==> src/rtl/chacha_pkg.sv <==
// chacha_pkg: shared constants and state encoding for the chacha keystream XOR stage.
package chacha_pkg;
  localparam int KS_BYTES_DEF = 64;
  localparam int IDX_W = $clog2(KS_BYTES_DEF);
  typedef enum logic [1:0] {
    ST_IDLE   = 2'd0,
    ST_LOAD   = 2'd1,
    ST_STREAM = 2'd2
  } state_t;
endpackage

==> src/rtl/chacha_ks_buf.sv <==
// chacha_ks_buf: keystream block buffer, one synchronous write port and one combinational read port.
module chacha_ks_buf
  import chacha_pkg::*;
#(
  parameter int DEPTH = KS_BYTES_DEF,
  parameter int IW    = $clog2(DEPTH)
) (
  input  logic          clk,
  input  logic          i_we,
  input  logic [IW-1:0] i_wr_idx,
  input  logic [7:0]    i_wr_data,
  input  logic [IW-1:0] i_rd_idx,
  output logic [7:0]    o_rd_data
);
  logic [7:0] r_mem [DEPTH];
  always_ff @(posedge clk)
    if (i_we) r_mem[i_wr_idx] <= i_wr_data;
  assign o_rd_data = r_mem[i_rd_idx];
endmodule

==> src/rtl/chacha_xor_stream.sv <==
// chacha_xor_stream: buffers one keystream block from the core's burst port and XORs it into a byte stream.
// Optional early block discard via the flush port when CHACHA_XOR_FLUSH_EN is defined.
module chacha_xor_stream
  import chacha_pkg::*;
#(
  parameter int KS_BYTES = KS_BYTES_DEF,
  parameter int CNT_W    = 32
) (
  input  logic             clk,
  input  logic             rst_n,
  input  logic             ks_blk_ready,
  output logic             ks_rd_blk,
  input  logic [7:0]       ks_data,
  input  logic             in_valid,
  output logic             in_ready,
  input  logic [7:0]       in_data,
  output logic             out_valid,
  input  logic             out_ready,
  output logic [7:0]       out_data,
  output logic [CNT_W-1:0] blk_done,
`ifdef CHACHA_XOR_FLUSH_EN
  input  logic             flush,
`endif
  output logic             busy
);
  localparam int IW = $clog2(KS_BYTES);
  localparam logic [IW-1:0] LAST = IW'(KS_BYTES - 1);

  state_t           r_state, w_next;
  logic [IW-1:0]    r_ld_idx, r_rd_idx;
  logic             r_out_valid;
  logic [7:0]       r_out_data;
  logic [CNT_W-1:0] r_blk_done;
  logic             w_flush, w_fire, w_end, w_count;
  logic [7:0]       w_ks;

`ifdef CHACHA_XOR_FLUSH_EN
  assign w_flush = flush && r_state == ST_STREAM;
`else
  assign w_flush = 1'b0;
`endif
  assign w_fire  = in_valid && in_ready;
  assign w_end   = w_fire && r_rd_idx == LAST;
  // A flushed block counts as consumed only if at least one byte of it was used
  assign w_count = w_end || (w_flush && r_rd_idx != '0);

  chacha_ks_buf #(.DEPTH(KS_BYTES), .IW(IW)) u_buf (
    .clk      (clk),
    .i_we     (r_state == ST_LOAD),
    .i_wr_idx (r_ld_idx),
    .i_wr_data(ks_data),
    .i_rd_idx (r_rd_idx),
    .o_rd_data(w_ks)
  );

  always_ff @(posedge clk)
    if (!rst_n) r_state <= ST_IDLE;
    else r_state <= w_next;

  always_comb begin
    w_next = r_state == ST_IDLE   ? (ks_blk_ready ? ST_LOAD : ST_IDLE) :
             r_state == ST_LOAD   ? (r_ld_idx == LAST ? ST_STREAM : ST_LOAD) :
             r_state == ST_STREAM ? ((w_end || w_flush) ? ST_IDLE : ST_STREAM) :
                                    ST_IDLE;
  end

  always_comb begin
    ks_rd_blk = r_state == ST_LOAD && r_ld_idx == '0;
    in_ready  = r_state == ST_STREAM && !w_flush && (!r_out_valid || out_ready);
    busy      = r_state != ST_IDLE;
  end

  // Load index wraps to zero on the last byte since KS_BYTES is a power of two
  always_ff @(posedge clk)
    if (!rst_n) begin
      r_ld_idx    <= '0;
      r_rd_idx    <= '0;
      r_out_valid <= 1'b0;
      r_out_data  <= 8'h00;
      r_blk_done  <= '0;
    end else begin
      if (r_state == ST_LOAD) r_ld_idx <= r_ld_idx + 1'b1;
      if (w_flush) r_rd_idx <= '0;
      else if (w_fire) r_rd_idx <= r_rd_idx + 1'b1;
      if (w_count) r_blk_done <= r_blk_done + 1'b1;
      if (w_fire) begin
        r_out_data  <= in_data ^ w_ks;
        r_out_valid <= 1'b1;
      end else if (out_ready) r_out_valid <= 1'b0;
    end

  assign out_valid = r_out_valid;
  assign out_data  = r_out_data;
  assign blk_done  = r_blk_done;
endmodule

==> config.mk <==
export PLATFORM = sky130hd
export DESIGN_NAME = chacha_xor_stream
export DESIGN_NICKNAME = d
export VERILOG_FILES = /design/src/rtl/chacha_pkg.sv /design/src/rtl/chacha_ks_buf.sv /design/src/rtl/chacha_xor_stream.sv
export SDC_FILE = /design/constraint.sdc
export NUM_CORES = 1
export LEC_CHECK = 0
export ABC_AREA = 1
export CORE_ASPECT_RATIO = 0.9
export CORE_MARGIN = 8
export CORE_UTILIZATION = 66
export CTS_CLUSTER_SIZE = 16
export DETAILED_ROUTE_END_ITERATION = 16
export PLACE_DENSITY = 0.82
export SYNTH_ARGS = -nofsm -noshare
export SYNTH_HDL_FRONTEND = slang
export SYNTH_HIERARCHICAL = 1
export SYNTH_SLANG_ARGS = --single-unit
export TNS_END_PERCENT = 5
==> constraint.sdc <==
create_clock -name clk -period 3.8 [get_ports clk]
set_clock_uncertainty 0.1 [all_clocks]
set_input_delay 0.57 -clock clk [delete_from_list [all_inputs] [get_ports clk]]
set_output_delay 0.57 -clock clk [all_outputs]
set_load 0.05 [all_outputs]
# [Yosys cells after proc, flatten, opt, wreduce, memory -nomap -nowiden]
# Memories as Yosys holds them, arrays and structs flattened. A register that Yosys moved wholly into a read port is not among the register bits.
# Cells that the tools add are included.
# Widths: inputs -> output; s select.
[word_totals] in_bits=21 word_cells=37 output_inout_bits=44 reg_bits=55 ram_bits=512 memories=1
[classes] bitwise_logic=1 eq_ne=4 n_mux=12 n_reduce_logical=10 add_sub_neg=3
[mem_list] name="u_buf.r_mem" words=64 word_bits=8 rd=1 rd_ports_with_merged_regs=1 write_ports=1 line_no="chacha_ks_buf.sv:15" rtl="logic [7:0] r_mem [DEPTH];"
[op_table] operator="$add 32x1->32 const B" n=1
[op_table] operator="$add 6x1->6 const B" n=2
[op_table] operator="$eq 6x6->1 const B" n=2
[op_table] operator="$mux 6" n=2
[op_table] operator="$mux 2" n=5
[op_table] operator="$xor 8x8->8" n=1
[op_table] operator="$logic_not 6->1" n=1
[op_table] operator="$mux 1" n=5
[op_table] operator="$logic_and 1x1->1" n=4
[op_table] operator="$reduce_bool 2->1" n=2
[op_table] operator="$eq 2x1->1 const B" n=1
[op_table] operator="$eq 2x2->1 const B" n=1
[op_table] operator="$logic_not 2->1" n=1
[op_table] operator="$logic_not 1->1" n=1
[op_table] operator="$logic_or 1x1->1" n=1

# [Logic depth before layout (Yosys ltp)]
[logic_depth] ltp_word=9 ltp_mapped=14 depth_no_buf=11

# [Modules after synthesis]
# The synthesis kept the hierarchy.
[by_module_without_submodules] mod="chacha_ks_buf" n_inst=1 area_per_inst_um2=21179.1 seq_area_each_um2=15374.7 cells_per_inst=1797
[by_module_without_submodules] mod="chacha_xor_stream" n_inst=1 area_per_inst_um2=2846.5 seq_area_each_um2=1101.1 cells_per_inst=426

# [Worst setup path after synthesis]
# OpenSTA, ideal clock, no wires.
[synth_timing] path_kind="register to output" start="reg r_state[0]" end="out ks_rd_blk" t_required_ps=3130 path_slack_ps=871 stages_incl_launch_ff=5 arrival_ps=2259 path_buffers=0 cell_sequence="dfxtp_1 > inv_1 > nor2_1 > inv_1 > nor4_1"
[synth_between] elab_chain_cells=2
[synth_lines] item="start, declared" line_no="chacha_xor_stream.sv:29" rtl="state_t r_state, w_next;"
[synth_lines] item="start signal, assigned" line_no="chacha_xor_stream.sv:58" rtl="else r_state <= w_next;"
[synth_lines] item="$eq 2x1->1" line_no="chacha_xor_stream.sv:68" rtl="ks_rd_blk = r_state == ST_LOAD && r_ld_idx == '0;"
[synth_lines] item="$logic_and 1x1->1" line_no="chacha_xor_stream.sv:68"
[synth_lines] item="end, declared" line_no="chacha_xor_stream.sv:12" rtl="output logic ks_rd_blk,"
# No other way between the ends.

# [Worst setup path in the final report]
# Same ends and word-level chain as after synthesis.

==> results.py <==
metrics = {
    "timing": {
        "final_hold_viol_count": 0,
        "hold-worst-slack_ps": 159,
        "max_slew.worst_pin.slew_ps": 1030,
        "setup-violations-final": 0,
        "period_share_pct": 83.6,
        "post-route-min-period_ps": 3180,
        "finalMaxSlewViolations": 0,
        "slew_headroom_pct": 31.5,
        "timing.fmax_mhz": 315,
        "rsz0062_at_grt": "no",
        "final.setup.tns_ps": 0,
    },
    "critical_path": {
        "critical_path.reg2reg.endpoint": "u_buf/r_mem[40][4]",
        "r2r_path_start": "r_state[0]",
        "arrival_ps": 2510,
        "ff2ff_path_depth": 4,
        "launching_element_type_of_the_critical_path": "register",
        "crit_type": "register to output port",
        "timing.critical_path.to_type": "output port",
        "crit_required_ps": 3130,
        "r2r_slack_ps": 800,
        "critPathMaxFanout": 14,
    },
    "place": {
        "routabilityCongestion": 0.898,
        "post_dp_cell_area_um2": 24700,
        "port-buffer-count": 64,
        "detailed_place_hpwl_mm": 35.9,
    },
    "die": {
        "die_h_um": 197,
        "boundaryPins": 65,
        "floorplan.die_area_um2": 42800,
        "floorplan.initialDensity_pct": 66.7,
        "core_area_um2": 36000,
        "die_w_um": 217,
        "core.rowCount": 66,
    },
    "power_and_ir_drop": {
        "combinationalPowerShare_pct": 1.9,
        "total_leakage_power_uw": 0.00937,
        "sw_frac_of_total_pct": 20.2,
        "power.ir.vdd_worst_v": 0.000461,
        "cellInternalPower_uw": 9740,
        "fin_total_pwr_uw": 12200,
        "power_switching_uw": 2460,
        "pwr-share-clk_pct": 42.2,
        "cellPowerDensity_nw_per_um2": 461,
        "share_seq_of_total_power_pct": 55.9,
    },
    "detailed_routing": {
        "drt.antenna.violating_nets": 0,
        "routed-via-count": 17400,
        "avgViaCountPerCell": 6.27,
        "drc_errors": 0,
        "drt_iter0_drc": 2366,
        "drt_wl_total_mm": 60.4,
        "detail_route.wl_per_cell_um": 21.7,
        "drt_first_pass_iters": 6,
    },
    "synth": {
        "synth_area_leader_cell": "edfxtp_1",
        "yosys_most_used_dff": "edfxtp_1",
        "synth_cells": 2223,
        "synth.net_count": 2248,
        "yosys_warnings": 6,
        "syn_avg_cell_area_um2": 10.8,
        "yosysTopAreaCellShare_pct": 64.0,
        "number_of_enable_type_register_cells_in_the_synthesized_netlist": 512,
        "yosys.cell_types.count": 31,
        "yosys_register_bits": 567,
        "synth.cell_area_um2": 24000,
        "synth.yosys.seq_area_share_pct": 68.6,
        "netlist_top_cells_area": "edfxtp_1, nand2_1, nand3_1",
        "async_reset_ff_share_pct": 0,
    },
    "min_path": {
        "min_to": "u_buf/r_mem[50][7]",
        "min_from": "ks_data[7]",
        "hold_path_class": "input port to register",
        "hold-path-cell-count": 1,
    },
    "global_route": {
        "grt_antenna_before_repair": 0,
        "first_global_vias": 16600,
        "grt_util_all_layers_pct": 27.8,
        "grt.overflow.total": 0,
        "maximum_number_of_pins_on_one_net_before_global_route_repair": 133,
        "grt_pass1_wl_mm": 93.1,
    },
    "outcome": {
        "run_status": "completed",
    },
    "cts": {
        "clock_insertion_delay_worst_skew_ps": 590,
        "clk_pin_slew_ps": 60,
        "clock_tree_from_tritoncts": "yes",
        "cts-hold-fix-buffers": 0,
        "cts_root_buf": "clkbuf_16",
        "clock-sinks": 567,
        "htree_levels": 2,
        "clockBufferDepth": 3,
        "cts_buffers": 54,
    },
    "cells_and_area": {
        "finalNetCount": 2284,
        "antenna-diode-count": 0,
        "final_common_cell": "nand2_1",
        "post_route_cells_drive_above_1_share_pct": 6.03,
        "final_design_area_no_fill_um2": 26400,
        "layout-area-overhead-vs-synth_pct": 9.98,
        "most-common-layout-cells": "nand2_1, edfxtp_1, nand3_1",
    },
    "flow_run": {
        "maxCapViolCount": 0,
    },
}
[power by group through the flow]
stage / clock (uW) / sequential, uW / combinational (uW)
after floorplan: 0 / 6940 / 72.3
after global placement: 0 / 6950 / 223
after detailed placement: 0 / 6950 / 230
after CTS: 5160 / 6810 / 232
after global routing: 5400 / 6810 / 247
final: 5150 / 6810 / 235
[state kept, by name (all words and copies together), names as in the netlist]
register     flops
blk_done        32
r_state          2
r_rd_idx         6
out_valid        1
out_data         8
u_buf/r_mem    512
r_ld_idx         6
[how the worst max path moves through the flow]
| stage | startpoint | to | slack [ps] | cells after the start |
|---|---|---|---|---|
| 2_1_floorplan | r_state[0] | ks_rd_blk | 870 | 4 |
| 3_3_place_gp | r_state[0] | ks_rd_blk | 660 | 5 |
| 3_5_place_dp | r_state[0] | u_buf/r_mem[59][4] | 580 | 4 |
| 4_1_cts | r_state[0] | ks_rd_blk | 190 | 5 |
| 5_1_grt | r_state[0] | ks_rd_blk | 380 | 5 |
| 6_report | r_state[0] | ks_rd_blk | 620 | 5 |
[cell usage after synthesis (2+ instances only)]
library cell,count
a31oi_1,2
buf_4,15
edfxtp_1,512
xnor2_1,11
o21ai_0,23
nand3_2,2
buf_2,39
inv_1,66
nor2_2,4
buf_8,2
nor4_1,10
nand2_1,739
buf_1,11
nand4_1,30
nand3_1,459
nor3_1,10
ha_1,4
buf_6,36
clkbuf_1,19
nor2_1,134
a21oi_1,29
nor2_4,3
dfxtp_1,55
[metrics by stage]
step	instances	util [%]	worst slack (ps)
floorplan	2223	-	871
CTS	2780	73.4	188
global route	2780	73.4	383
detailed placement	2679	68.7	576
global placement	2679	68.7	657
finish	2780	73.4	625
[area by class of cell]
type	count	area, um2
Fill cell	2350	9580
Sequential cell	567	16500
Inverter	68	263
Timing Repair Buffer	102	963
Multi-Input combinational cell	1466	6440
Clock inverter	33	235
Tap cell	476	596
Clock buffer	68	1450
[what timing repair did]
| item | in CTS | in global routing |
|---|---|---|
| setup buffers | 0 | 0 |
| resized for setup | 1 | 1 |
| endpoints found under the setup margin | 1 | 1 |
| pin swaps | 0 | 0 |
[layer usage]
metal / global-route usage, % / up-vias / part of all wire [%]
met5: 0 / - / 0
met4: 10.5 / 0 / 3.4
met3: 5.73 / 153 / 12
met2: 43.3 / 1210 / 46
met1: 38.7 / 8294 / 38
li1: - / 7771 / -
[cells by family (layout without fill, tap and decap cells)]
kind of cell / Yosys count / count (layout) / share of synthesized area [%]
DFF: 567 / 567 / 68.6
adders and majority gates: 4 / 4 / 0.208
buffers and inverters: 190 / 271 / 4.65
AOI/OAI and AO/OA: 55 / 55 / 1.17
xor gates and xnor gates: 11 / 11 / 0.401
and+or+nand+nor: 1396 / 1396 / 25.0
[critical path: stages, from the launching register on]
cell            delay (ps)
dfxtp_1                350
inv_1                   90
nor2_2                 440
inv_1                  210
nor4_1                 350
dlymetal6s2s_1         480
Note: power is estimated with default switching activity, not from simulation.
